$ cat src/rtl/uart_tx_arbiter.sv
// uart_tx_arbiter: round-robin scheduler sharing one byte transmitter among
// NUM_REQ byte-stream requesters. A grant stays with its requester until the
// packet ends, the requester drops valid, or MAX_BURST bytes have been sent.
//
// Optional build macro: UART_ARB_PRIORITY_EN makes requester 0 strict high
// priority without disturbing the round-robin order of the others.
//
// Ports:
//   clk, nReset   - clock, asynchronous active-low reset
//   req_valid     - per-requester byte available
//   req_data      - requester i byte in bits [8i+7:8i]
//   req_last      - per-requester end-of-packet flag for the current byte
//   req_ready     - one-cycle accept pulse to the granted requester
//   tx_data       - byte presented to the transmitter (registered)
//   tx_valid      - one-cycle start pulse to the transmitter
//   tx_done       - transmitter finished the current byte
//   grant_id      - current or most recent grantee
//   grant_active  - a grant is held
module uart_tx_arbiter #(
  parameter int unsigned NUM_REQ   = 4,
  parameter int unsigned MAX_BURST = 8
) (
  input  logic                       clk,
  input  logic                       nReset,
  input  logic [NUM_REQ-1:0]         req_valid,
  input  logic [8*NUM_REQ-1:0]       req_data,
  input  logic [NUM_REQ-1:0]         req_last,
  output logic [NUM_REQ-1:0]         req_ready,
  output logic [7:0]                 tx_data,
  output logic                       tx_valid,
  input  logic                       tx_done,
  output logic [$clog2(NUM_REQ)-1:0] grant_id,
  output logic                       grant_active
);

  localparam int unsigned IDW = $clog2(NUM_REQ);
  localparam int unsigned CW  = (MAX_BURST == 0) ? 1 : $clog2(MAX_BURST + 1);

  typedef enum logic [1:0] {
    IDLE = 2'd0,
    LOAD = 2'd1,
    WAIT = 2'd2
  } state_e;

  state_e             state_q, state_d;
  logic [IDW-1:0]     grant_id_q, grant_id_d;
  logic [IDW-1:0]     last_grant_q, last_grant_d;
  logic [CW-1:0]      count_q, count_d;
  logic               last_flag_q, last_flag_d;
  logic [7:0]         tx_data_q, tx_data_d;
  logic               tx_valid_q, tx_valid_d;
  logic [NUM_REQ-1:0] req_ready_q, req_ready_d;
  logic               grant_active_q;

  logic [IDW-1:0]     rr_sel;
  logic [IDW-1:0]     rel_ptr;
  logic               burst_hit;
  logic [7:0]         req_bytes [NUM_REQ];

  // Unpack the flat data bus into one byte per requester
  for (genvar g = 0; g < NUM_REQ; g++) begin : g_unpack
    assign req_bytes[g] = req_data[8*g +: 8];
  end

  // First valid requester after last_grant, wrapping modulo NUM_REQ
  always_comb begin
    logic           found;
    logic [IDW-1:0] cand;
    rr_sel = last_grant_q;
    found  = 1'b0;
    cand   = '0;
    for (int unsigned i = 1; i <= NUM_REQ; i++) begin
      cand = IDW'((32'(last_grant_q) + i) % NUM_REQ);
      if (!found && req_valid[cand]) begin
        rr_sel = cand;
        found  = 1'b1;
      end
    end
  end

  // Rotation pointer on release; a priority grant to 0 leaves it untouched
`ifdef UART_ARB_PRIORITY_EN
  assign rel_ptr = (grant_id_q == '0) ? last_grant_q : grant_id_q;
`else
  assign rel_ptr = grant_id_q;
`endif

  // The byte completing now would be the MAX_BURST-th of this grant
  assign burst_hit = (MAX_BURST != 0) && ((32'(count_q) + 32'd1) == MAX_BURST);

  // Next-state and output decode
  always_comb begin
    state_d      = state_q;
    grant_id_d   = grant_id_q;
    last_grant_d = last_grant_q;
    count_d      = count_q;
    last_flag_d  = last_flag_q;
    tx_data_d    = tx_data_q;
    tx_valid_d   = 1'b0;
    req_ready_d  = '0;

    case (state_q)
      IDLE: begin
        count_d = '0;
        if (|req_valid) begin
          grant_id_d = rr_sel;
`ifdef UART_ARB_PRIORITY_EN
          if (req_valid[0]) grant_id_d = '0;
`endif
          state_d = LOAD;
        end
      end

      LOAD: begin
        if (req_valid[grant_id_q]) begin
          tx_data_d               = req_bytes[grant_id_q];
          last_flag_d             = req_last[grant_id_q];
          req_ready_d[grant_id_q] = 1'b1;
          tx_valid_d              = 1'b1;
          state_d                 = WAIT;
        end else begin
          last_grant_d = rel_ptr;
          count_d      = '0;
          state_d      = IDLE;
        end
      end

      WAIT: begin
        if (tx_done) begin
          if (last_flag_q || burst_hit || !req_valid[grant_id_q]) begin
            last_grant_d = rel_ptr;
            count_d      = '0;
            state_d      = IDLE;
          end else begin
            count_d = (&count_q) ? count_q : count_q + CW'(1);
            state_d = LOAD;
          end
        end
      end

      default: state_d = IDLE;
    endcase
  end

  // State and output registers
  always_ff @(posedge clk or negedge nReset) begin
    if (!nReset) begin
      state_q        <= IDLE;
      grant_id_q     <= '0;
      last_grant_q   <= IDW'(NUM_REQ - 1);
      count_q        <= '0;
      last_flag_q    <= 1'b0;
      tx_data_q      <= '0;
      tx_valid_q     <= 1'b0;
      req_ready_q    <= '0;
      grant_active_q <= 1'b0;
    end else begin
      state_q        <= state_d;
      grant_id_q     <= grant_id_d;
      last_grant_q   <= last_grant_d;
      count_q        <= count_d;
      last_flag_q    <= last_flag_d;
      tx_data_q      <= tx_data_d;
      tx_valid_q     <= tx_valid_d;
      req_ready_q    <= req_ready_d;
      grant_active_q <= (state_d != IDLE);
    end
  end

  assign req_ready    = req_ready_q;
  assign tx_data      = tx_data_q;
  assign tx_valid     = tx_valid_q;
  assign grant_id     = grant_id_q;
  assign grant_active = grant_active_q;

endmodule

$ cat config.mk
export PLATFORM = sky130hd
export DESIGN_NAME = uart_tx_arbiter
export DESIGN_NICKNAME = d
export VERILOG_FILES = /design/src/rtl/uart_tx_arbiter.sv
export SDC_FILE = /design/constraint.sdc
export NUM_CORES = 1
export LEC_CHECK = 0
export CORE_MARGIN = 8
export CORE_UTILIZATION = 39
export CTS_CLUSTER_DIAMETER = 150
export DETAILED_ROUTE_END_ITERATION = 8
export MAX_ROUTING_LAYER = met4
export PLACE_DENSITY_LB_ADDON = 0.2
export SYNTH_ARGS = -nofsm -noshare
export SYNTH_HDL_FRONTEND = slang
export SYNTH_SLANG_ARGS = --single-unit
$ cat constraint.sdc
create_clock -name clk -period 1.79 [get_ports clk]
set_input_delay 0.537 -clock clk [delete_from_list [all_inputs] [get_ports clk]]
set_output_delay 0.537 -clock clk [all_outputs]
set_load 0.05 [all_outputs]
After elaboration in Yosys (flattened, before gate mapping). Index checks and enable logic that the tools add are counted.

Register bits after elaboration: 25. Input bits: 43. Output and inout bits: 16. Logic and storage cells: 92.

$add $sub $neg: 6. Magnitude comparators: 7. Eq/ne operators: 7. Mux-type cells: 42. Bitwise operators: 1. Reductions and logical operators: 20.

Operators with widths (count): 4-bit two-way mux (6); 2-bit two-way mux (10); 8-bit binary-select mux with 2-bit select (1); 8-bit two-way mux (2); 2-bit by 3-bit < comparator with 1-bit output (second input constant) (5); 1-bit two-way mux (13); 1-bit binary-select mux with 2-bit select (6); 4-bit one-hot mux with 3 select lines (1); 4-bit AND reduction (3); 2-bit != test (second input constant) (3); 2-bit one-hot mux with 3 select lines (1); 4-bit by 1-bit adder with 5-bit output (second input constant) (1); 5-bit by 4-bit equality test with 1-bit output (second input constant) (1); 2-bit by 1-bit adder with 2-bit output (second input constant) (2); 2-bit adder (second input constant) (2); 4-bit by 1-bit adder with 4-bit output (second input constant) (1); 1-bit logical AND (4); 1-bit logical NOT (4); 2-bit one-hot mux with 2 select lines (1); 2-bit AND reduction (2); 2-bit nonzero test (2); 4-bit OR reduction (1); 3-bit greater-or-equal comparator (second input constant) (1); 3-bit != test (second input constant) (1); 8 further kinds (9).

Longest topological paths before layout. Gate-level depths: netlist of run 1.

Depth in word-level cells: 13. Depth in mapped cells: 7.

Least setup slack after synthesis of run 1. OpenSTA, ideal clock, no wires.

Path kind: register to register. From: register grant_id_q[0] (netlist: grant_id[0]). To: register last_flag_q. Library setup time: 0.125 ns. Arrival time: 1.987 ns. Data required time: 1.665 ns. Setup slack: -0.322 ns. Cell stages (with the launch flop): 5. Path buffers: 2. Cell sequence: dfrtp_1 > buf_6 > clkbuf_1 > mux4_2 > mux2_4.

Longest elaborated chain between the ends: 3. Elaborated cells on any way between the ends: 5.

RTL lines: start: declaration (line 46) `logic [IDW-1:0] grant_id_q, grant_id_d;`; start signal: assignment (line 159) `grant_id_q <= grant_id_d;`; 1-bit binary-select mux with 2-bit select (line 115) `if (req_valid[grant_id_q]) begin`; 1-bit two-way mux (not written as such) (line 115); 2-bit AND reduction (no line); end signal: assignment (line 162) `last_flag_q <= last_flag_d;`; end: declaration (line 49) `logic last_flag_q, last_flag_d;`.

Several ways; a longest one is shown, not always the timed one. The select of a mux whose other input is x is not followed. A chain may end at the register's enable or synchronous reset.

Worst setup path in the final report of run 1.
From: input port req_valid[0]. To: register count_q[0].

Longest elaborated chain between the ends: 7. Elaborated cells on any way between the ends: 10.

RTL lines: start: declaration (line 25) `input logic [NUM_REQ-1:0] req_valid,`; 1-bit binary-select mux with 2-bit select (*) (line 115, 130); 1-bit two-way mux (not written as such) (*) (line 115, 130); 1-bit logical NOT (line 130) `if (last_flag_q || burst_hit || !req_valid[grant_id_q]) begin`; 1-bit logical OR (line 130); 4-bit two-way mux (line 130); 4-bit two-way mux (line 129) `if (tx_done) begin`; 4-bit one-hot mux with 3 select lines (line 102) `case (state_q)`; end signal: assignment (line 161) `count_q <= count_d;`; end: declaration (line 48) `logic [CW-1:0] count_q, count_d;`.

Mark *: on every way between the ends. The rest lies on a longest branch, timed or not. The select of a mux whose other input is x is not followed.

==> impl_metrics.env, run 1 <==
export IMPL_slew_violations=0
export IMPL_synth_main_ff_cell="dfrtp_1"
export IMPL_cts_sinks=25
export IMPL_die_w_um=77.9
export IMPL_io_pins=59
export IMPL_ys_ff_latch=25
export IMPL_syn_area_um2=1490
export IMPL_max_cap_violations=0
export IMPL_comb_power_share_pct=64.2
export IMPL_max_stage_delay_ps=530
export IMPL_min_period_over_period_pct=97.5
export IMPL_switching_power_w=0.00167
export IMPL_clkLatencyLatePin_ps=280
export IMPL_layout_commonest_cell="clkdlybuf4s50_1"
export IMPL_crit_required_ps=1960
export IMPL_grt_pass1_wl_mm=6.60
export IMPL_async_flop_share_pct=100
export IMPL_outcome="finished, final reports clean"
export IMPL_period_minus_slack_ps=1750
export IMPL_final_hold_viol_count=0
export IMPL_cts_max_level=1
export IMPL_root_buffer="clkbuf_8"
export IMPL_cts_clk_slew_worst_paths_ps=90
export IMPL_cts_buffers_inserted=3
export IMPL_whs_ps=523
export IMPL_drc=0
export IMPL_p_leak_nw=1.00
export IMPL_setup_worst_path_start="req_valid[0]"
export IMPL_cp_cell_sequence="dlygate4sd2_1 > mux4_2 > o22ai_4 > o31ai_4 > a32o_1"
export IMPL_reg2reg_slack_ps=90
export IMPL_end_kind="flop"
export IMPL_ir_drop_mv=1.17
export IMPL_chipHeight_um=77.9
export IMPL_relSlewSlack_pct=70.3
export IMPL_drt_initial_drc_count=75
export IMPL_routed_wl_mm=3.88
export IMPL_grt_util_met3_pct=3.34
export IMPL_grt_use_met2_pct=23.6
export IMPL_viasPerCell=5.40
export IMPL_dp_cells=229
export IMPL_switching_share_pct=42.6
export IMPL_hpwl_mm=3.09
export IMPL_startpoint_type="input port"
export IMPL_fmax_mhz=573
export IMPL_grt_pass1_vias=1418
export IMPL_wl_per_cell_um=16.4
export IMPL_fin_skew_ps=1.42
export IMPL_fin_nets=234
export IMPL_hold_path_class="flop to flop"
export IMPL_rows=22
export IMPL_drtPass1Iterations=4
export IMPL_diodes=0
export IMPL_utilization_pct=64.2
export IMPL_grt_setup_unrepaired="false"
export IMPL_synth_nets=160
export IMPL_track_usage_pct=13.5
export IMPL_syn_to_final_growth_pct=57.4
export IMPL_dieArea_um2=6070
export IMPL_regToRegStartpoint="grant_id[0]"
export IMPL_tightest_slew_ps=444
export IMPL_internal_power_w=0.00224
export IMPL_ys_seq_area_share_pct=42.0
export IMPL_ys_warn_count=0
export IMPL_top_usage_layer="met2"
export IMPL_synth_cell_type_count=40
export IMPL_hp_start="tx_data[0]"
export IMPL_antenna_found_initial=0
export IMPL_syn_inst=116
export IMPL_vias=1279
export IMPL_postRouteAntennaNets=0
export IMPL_final_cell_mix="38 x clkdlybuf4s50_1, 26 x buf_4, 21 x dfrtp_1"
export IMPL_gr_usage_met1_pct=14.8
export IMPL_synth_edf_count=0
export IMPL_finalInstanceArea_um2=2350
export IMPL_p_seq_share_pct=26.7
export IMPL_stdcell_count=237
export IMPL_cts_tree="done"
export IMPL_coreArea_um2=3660
export IMPL_pwr_share_clk_pct=9.2
export IMPL_placed_area_um2=2250
export IMPL_critPathSlowestCell="mux4_2"
export IMPL_initial_utilization_pct=40.8
export IMPL_clockBufferDepth=2
export IMPL_drive_gt1_share_pct=37.0
export IMPL_gp_congestion=0.817
export IMPL_pwr_density_cell_nw_per_um2=1660
export IMPL_overflow=0
export IMPL_io_buffers=58
export IMPL_synth_area_per_cell_um2=12.9
export IMPL_grt_start_max_net_pins=19
export IMPL_crit_fanout=5
export IMPL_setup_viol=0
export IMPL_path_class="input port to flop"
export IMPL_fill_cells=278
export IMPL_cp_arrival_ps=1920
power by group through the flow:
stage / clock network (W) / logic [W] / registers [W]
global placement: 0 / 0.00238 / 0.00104
global route: 0.000391 / 0.00265 / 0.00108
finish: 0.000359 / 0.00251 / 0.00104
detailed placement: 0 / 0.00241 / 0.00106
CTS: 0.000364 / 0.00248 / 0.00105
floorplan: 0 / 0.00112 / 0.00150
kinds of logic after synthesis:
logic type,after synthesis,synth area share [%]
buf+inv,9,3.68
flops,25,42.0
simple gates,33,12.2
compound gates,23,12.4
mux,25,28.8
fa+ha+maj,1,0.837
critical path, delay by kind of cell:
family	cells	cell delay [ps]
mux	1	530
compound gates	3	610
buf+inv	1	240
synthesized netlist by cell type, drive strengths merged, types with 2 or more instances:
master  number  area (um2)
a21oi        3        15.0
a22oi        2        15.0
a31oi        2        12.5
a32o         2        20.0
and3         3        18.8
buf          2        26.3
clkbuf       4        15.0
dfrtp       23         576
dfstp        2        52.6
inv          3        13.8
mux2        14         176
mux4        10         244
nand2        5        18.8
nand2b       3        18.8
nand3b       3        35.0
nor2        10        37.5
nor2b        2        12.5
nor3         3        15.0
o21a         2        15.0
o21ai        2        10.0
o32ai        2        17.5
layer usage:
| layer | routed length [um] | up-vias |
|---|---|---|
| met3 | 171 | 5 |
| li1 | - | 600 |
| met5 | 0 | - |
| met2 | 2050 | 48 |
| met1 | 1610 | 626 |
| met4 | 44 | 0 |
through the flow:
stage / setup WS [ps] / setup TNS, ps / power (W)
after floorplan: -176 / -1510 / 0.00263
after global placement: -392 / -7250 / 0.00342
after detailed placement: -419 / -7730 / 0.00347
after CTS: 6.37 / 0 / 0.00390
after global routing: 0.686 / 0 / 0.00412
final: 44.5 / 0 / 0.00391
what timing repair did:
action / CTS / global route
resized for setup: 6 / 3
hold buffers: 0 / 0
setup buffers: 2 / 2
pin swaps: 4 / 2
setup endpoints to repair: 16 / 6
cloned: 0 / 0
path summary, 6_finish.rpt:
| kind | to | cells past startpoint |
|---|---|---|
| setup / recovery | count_q[0] | 5 |
| hold / removal | tx_data[0] | 1 |
| setup reg to reg | count_q[0] | 4 |
| hold reg to reg | tx_data[0] | 1 |
| max in group asynchronous | grant_id[0] | 2 |
| min in group asynchronous | count_q[2] | 1 |
area by class of cell:
| cell class | instances | area (um2) | area share [%] |
|---|---|---|---|
| well taps | 48 | 60.1 | 2.55 |
| inverters | 3 | 13.8 | 0.585 |
| clock buffers | 3 | 41.3 | 1.76 |
| flip-flops and latches | 25 | 631 | 26.8 |
| multi-input cells | 82 | 846 | 36.0 |
| repair buffers | 75 | 752 | 32.0 |
| clock inverters | 1 | 7.51 | 0.319 |
registers in the layout (all words and copies together) (netlist names):
name          count
tx_data           8
count_q           4
req_ready         4
grant_id          2
last_grant_q      2
state_q           2
grant_active      1
last_flag_q       1
tx_valid          1
No activity file was read; power rests on OpenSTA's default activity.
==> inputs of run 2 (changes only) <==
==> constraint.sdc (replaced) <==
create_clock -name clk -period 1.6 [get_ports clk]
set_input_delay 0.48 -clock clk [delete_from_list [all_inputs] [get_ports clk]]
set_output_delay 0.48 -clock clk [all_outputs]
set_load 0.05 [all_outputs]
==> run 2 against run 1 <==
The run now ends with negative setup slack left. Wire length grew 7.3%. Non-clock buffer count grew 4. Via count grew 1.6%. First-iteration DRC count shrank 31%. Count of clock-buffer cells in the layout is the same. Final cell count grew 1.7%. Clock power is essentially flat. Combinational power grew 25%. Global-route usage grew 0.20 points. Hold slack lost 47 ps. Sequential share of layout area shrank 1.6 points. Critical path type is now flop to flop.
==> impl_metrics.env, run 2 (synthesis gave the netlist of run 1 again) <==
export IMPL_grt_setup_unrepaired="true"
export IMPL_cts_hold_buf=0
export IMPL_worstRegToRegCells=4
export IMPL_largest_reg_flops=8
export IMPL_fin_skew_ps=1.24
export IMPL_cts_clk_slew_worst_paths_ps=80
export IMPL_clockBufferDepth=2
export IMPL_rows=22
export IMPL_end_kind="flop"
export IMPL_grt_use_met2_pct=23.4
export IMPL_antenna_found_initial=0
export IMPL_track_usage_pct=13.7
export IMPL_final_cell_mix="38 x clkdlybuf4s50_1, 21 x dfrtp_1, 19 x buf_4"
export IMPL_io_pins=59
export IMPL_pwr_density_cell_nw_per_um2=1890
export IMPL_reg2reg_slack_ps=-110
export IMPL_ir_drop_mv=1.39
export IMPL_max_cap_violations=0
export IMPL_layout_commonest_cell="clkdlybuf4s50_1"
export IMPL_min_period_over_period_pct=107
export IMPL_hold_path_class="input port to asynchronous set/reset pin"
export IMPL_syn_to_final_growth_pct=67.2
export IMPL_drt_initial_drc_count=52
export IMPL_viasPerCell=5.39
export IMPL_final_hold_viol_count=0
export IMPL_violations="negative setup slack"
export IMPL_drtPass1Iterations=4
export IMPL_drive_gt1_share_pct=38.3
export IMPL_hpwl_mm=3.41
export IMPL_root_buffer="clkbuf_8"
export IMPL_dieArea_um2=6070
export IMPL_fmax_mhz=586
export IMPL_io_buffers=58
export IMPL_fill_cells=270
export IMPL_path_class="flop to flop"
export IMPL_routed_wl_mm=4.17
export IMPL_grt_start_max_net_pins=15
export IMPL_outcome="finished with violations"
export IMPL_slew_violations=0
export IMPL_top_usage_layer="met2"
export IMPL_coreArea_um2=3660
export IMPL_fin_nets=238
export IMPL_chipHeight_um=77.9
export IMPL_wl_per_cell_um=17.3
export IMPL_vias=1299
export IMPL_worst_slack_ps=-107
export IMPL_grt_util_met3_pct=2.42
export IMPL_postRouteAntennaNets=0
export IMPL_tns_ps=-848
export IMPL_p_leak_nw=1.07
export IMPL_initial_utilization_pct=40.8
export IMPL_period_minus_slack_ps=1710
export IMPL_die_w_um=77.9
export IMPL_gp_congestion=0.777
export IMPL_cts_sinks=25
export IMPL_grt_pass1_wl_mm=6.69
export IMPL_clkLatencyLatePin_ps=260
export IMPL_pre_cts_slack_ps=-620
export IMPL_gr_usage_met1_pct=17.0
export IMPL_setup_viol=16
export IMPL_whs_ps=476
export IMPL_stdcell_count=241
export IMPL_relSlewSlack_pct=69.7
export IMPL_overflow=0
export IMPL_cts_buffers_inserted=3
export IMPL_cts_max_level=1
export IMPL_cts_tree="done"
export IMPL_dp_cells=234
export IMPL_startpoint_type="flop"
export IMPL_tightest_slew_ps=451
export IMPL_crit_required_ps=1750
export IMPL_drc=0
export IMPL_grt_pass1_vias=1360
export IMPL_diodes=0
export IMPL_utilization_pct=68.2
export IMPL_cp_arrival_ps=1860
export IMPL_crit_fanout=4
run 2: area by class of cell:
cell class                      count  area, um2  share of cell area [%]
Clock inverter                      1       5.00                   0.200
Inverter                            3       18.8                   0.752
Clock buffer                        3       41.3                    1.65
Multi-Input combinational cell     82        838                    33.6
Sequential cell                    25        631                    25.3
Timing Repair Buffer               79        903                    36.2
Tap cell                           48       60.1                    2.40
run 2: per-layer routing:
| layer | vias to the layer above | part of all wire, % |
|---|---|---|
| li1 | 609 | - |
| met1 | 639 | 44 |
| met2 | 49 | 52 |
| met3 | 2 | 3.7 |
| met4 | 0 | 0.34 |
| met5 | - | 0 |
run 2: worst max-delay path: stages, from the launching register on:
cell and delay [ps]:
dfrtp_2 430, mux4_2 600, o22ai_4 230, o31ai_2 110
a32o_1 220
run 2: final timing paths:
path,from,end
setup reg to reg,grant_id[0],count_q[1]
max in group asynchronous,nReset,grant_id[0]
min in group clk,last_flag_q,last_flag_q
hold reg to reg,last_flag_q,last_flag_q
setup / recovery,grant_id[0],count_q[1]
hold / removal,nReset,count_q[0]
run 2: timing repair:
action                                  CTS  global route
resized for setup                        11             2
buffers inserted                          3             0
pin swaps                                 7             4
endpoints found under the setup margin   26            19
run 2: metrics by stage:
step                      cell area [um2]  power (W)
after detailed placement             2400    0.00428
after global routing                 2500    0.00496
final                                2500    0.00472
after floorplan                      1510    0.00294
after CTS                            2490    0.00474
after global placement               2400    0.00420
run 2: report_power, final:
group / switching [W] / internal, W / total (W)
logic: 0.00142 / 0.00171 / 0.00313
clock network: 0.000184 / 0.000173 / 0.000357
registers: 0.000325 / 0.000907 / 0.00123
==> inputs of run 3 (changes only) <==
--- a/config.mk
+++ b/config.mk
@@ -6,7 +6,7 @@
 export NUM_CORES = 1
 export LEC_CHECK = 0
 export CORE_MARGIN = 8
-export CORE_UTILIZATION = 39
+export CORE_UTILIZATION = 43
 export CTS_CLUSTER_DIAMETER = 150
 export DETAILED_ROUTE_END_ITERATION = 8
 export MAX_ROUTING_LAYER = met4
==> constraint.sdc (replaced) <==
create_clock -name clk -period 1.8 [get_ports clk]
set_input_delay 0.54 -clock clk [delete_from_list [all_inputs] [get_ports clk]]
set_output_delay 0.54 -clock clk [all_outputs]
set_load 0.05 [all_outputs]
==> run 3 against run 2 <==
The run now ends clean. Clock power shrank 25%. Hold slack better by 52 ps. Wire length rose by 3.5%. Register-to-register slack better by 160 ps. Die area decreased by 7.4%.
==> impl_metrics.env, run 3 (synthesis gave the netlist of run 1 again) <==
export IMPL_outcome="finished, final reports clean"
export IMPL_critPathSlowestCell="mux4_2"
export IMPL_hp_start="tx_data[2]"
export IMPL_grt_start_max_net_pins=26
export IMPL_routed_wl_mm=4.31
export IMPL_setup_viol=0
export IMPL_p_leak_nw=0.974
export IMPL_stdcell_count=233
export IMPL_chipHeight_um=74.9
export IMPL_cp_arrival_ps=2010
export IMPL_cts_tree="done"
export IMPL_drt_initial_drc_count=16
export IMPL_dieArea_um2=5620
export IMPL_max_stage_delay_ps=580
export IMPL_initial_utilization_pct=44.8
export IMPL_fill_cells=264
export IMPL_die_w_um=74.9
export IMPL_tightest_slew_ps=366
export IMPL_slew_violations=0
export IMPL_ir_drop_mv=0.633
export IMPL_cts_hold_buf=0
export IMPL_multi_input_comb_area_um2=840
export IMPL_worst_slack_ps=28.2
export IMPL_regArea_um2=631
export IMPL_coreArea_um2=3340
export IMPL_drive_gt1_share_pct=35.8
export IMPL_syn_to_final_growth_pct=51.8
export IMPL_cts_clk_slew_worst_paths_ps=140
export IMPL_io_buffers=58
export IMPL_crit_fanout=6
export IMPL_period_minus_slack_ps=1770
export IMPL_viasPerCell=5.47
export IMPL_pwr_density_cell_nw_per_um2=1650
export IMPL_grt_setup_unrepaired="true"
export IMPL_hold_path_class="flop to flop"
export IMPL_max_cap_violations=0
export IMPL_fmax_mhz=564
export IMPL_grt_pass1_vias=1348
export IMPL_setup_worst_path_start="req_valid[3]"
export IMPL_regToRegStartpoint="grant_id[0]"
export IMPL_postRouteAntennaNets=0
export IMPL_gp_congestion=0.898
export IMPL_fin_nets=232
export IMPL_rows=21
export IMPL_cp_cell_sequence="dlygate4sd2_1 > mux4_2 > o22ai_4 > o32ai_2 > a31o_2"
export IMPL_vias=1275
export IMPL_wl_per_cell_um=18.5
export IMPL_dp_cells=227
export IMPL_path_class="input port to flop"
export IMPL_antenna_found_initial=0
export IMPL_cts_buffers_inserted=3
export IMPL_final_cell_mix="38 x clkdlybuf4s50_1, 27 x buf_4, 21 x dfrtp_1"
export IMPL_whs_ps=528
export IMPL_clockBufferDepth=2
export IMPL_timing_rr_end="count_q[3]"
export IMPL_drc=0
export IMPL_final_hold_viol_count=0
export IMPL_io_pins=59
export IMPL_clkLatencyLatePin_ps=330
export IMPL_diodes=0
export IMPL_finalInstanceArea_um2=2270
export IMPL_crit_required_ps=2040
export IMPL_pre_cts_slack_ps=-544
export IMPL_min_period_over_period_pct=98.4
export IMPL_startpoint_type="input port"
export IMPL_layout_commonest_cell="clkdlybuf4s50_1"
export IMPL_min_to="tx_data[2]"
export IMPL_relSlewSlack_pct=75.6
export IMPL_grt_pass1_wl_mm=6.64
export IMPL_drtPass1Iterations=4
export IMPL_overflow=0
export IMPL_cts_max_level=1
export IMPL_placed_area_um2=2210
export IMPL_track_usage_pct=16.2
export IMPL_cts_sinks=25
export IMPL_root_buffer="clkbuf_4"
export IMPL_largest_reg_flops=8
export IMPL_hold_depth=1
export IMPL_worstRegToRegCells=4
export IMPL_fin_skew_ps=2.08
export IMPL_end_kind="flop"
export IMPL_reg2reg_slack_ps=50
export IMPL_hpwl_mm=3.42
## run 3: worst max-delay path: cells and delay by family
family          cells  cell delay (ps)
compound gates      3              590
buf+inv             1              300
mux                 1              580
## run 3: final cells by class
cell class,instances,area share (%)
clock buffer,3,0.993
tap,46,2.54
timing repair buffer,73,30.8
sequential,25,27.8
clock inverter,1,0.221
multi-input combinational,82,37.0
inverter,3,0.607
## run 3: routing by layer
layer	GRT usage, %	wire [um]
met1	17.2	1640
met2	28.1	2280
met3	4.26	328
met4	6.30	60
met5	-	0
## run 3: stage by stage
stage	setup TNS, ps	utilization, %	total power (W)
floorplan	-1340	-	0.00261
CTS	0	67.7	0.00375
global route	-56.4	67.9	0.00396
finish	0	67.9	0.00375
detailed placement	-10310	66.3	0.00344
global placement	-9050	66.3	0.00338
## run 3: worst max path at each step
stage / to / slack (ps) / depth (start not counted)
6_report: count_q[3] / 30 / 5
2_1_floorplan: last_flag_q / -170 / 6
3_3_place_gp: count_q[3] / -480 / 5
3_5_place_dp: count_q[3] / -540 / 5
5_1_grt: count_q[2] / -30 / 5
4_1_cts: count_q[3] / 9 / 5
## run 3: power by group
part           internal [W]  switching (W)
combinational       0.00121        0.00125
clock             0.0000836       0.000184
sequential         0.000803       0.000222
## run 3: what timing repair did
| action | in CTS | in global routing |
|---|---|---|
| setup buffers | 1 | 1 |
| endpoints found under the setup margin | 17 | 4 |
| hold endpoints to repair | 0 | 0 |
| pin swaps | 3 | 1 |
| gates resized for setup | 7 | 0 |
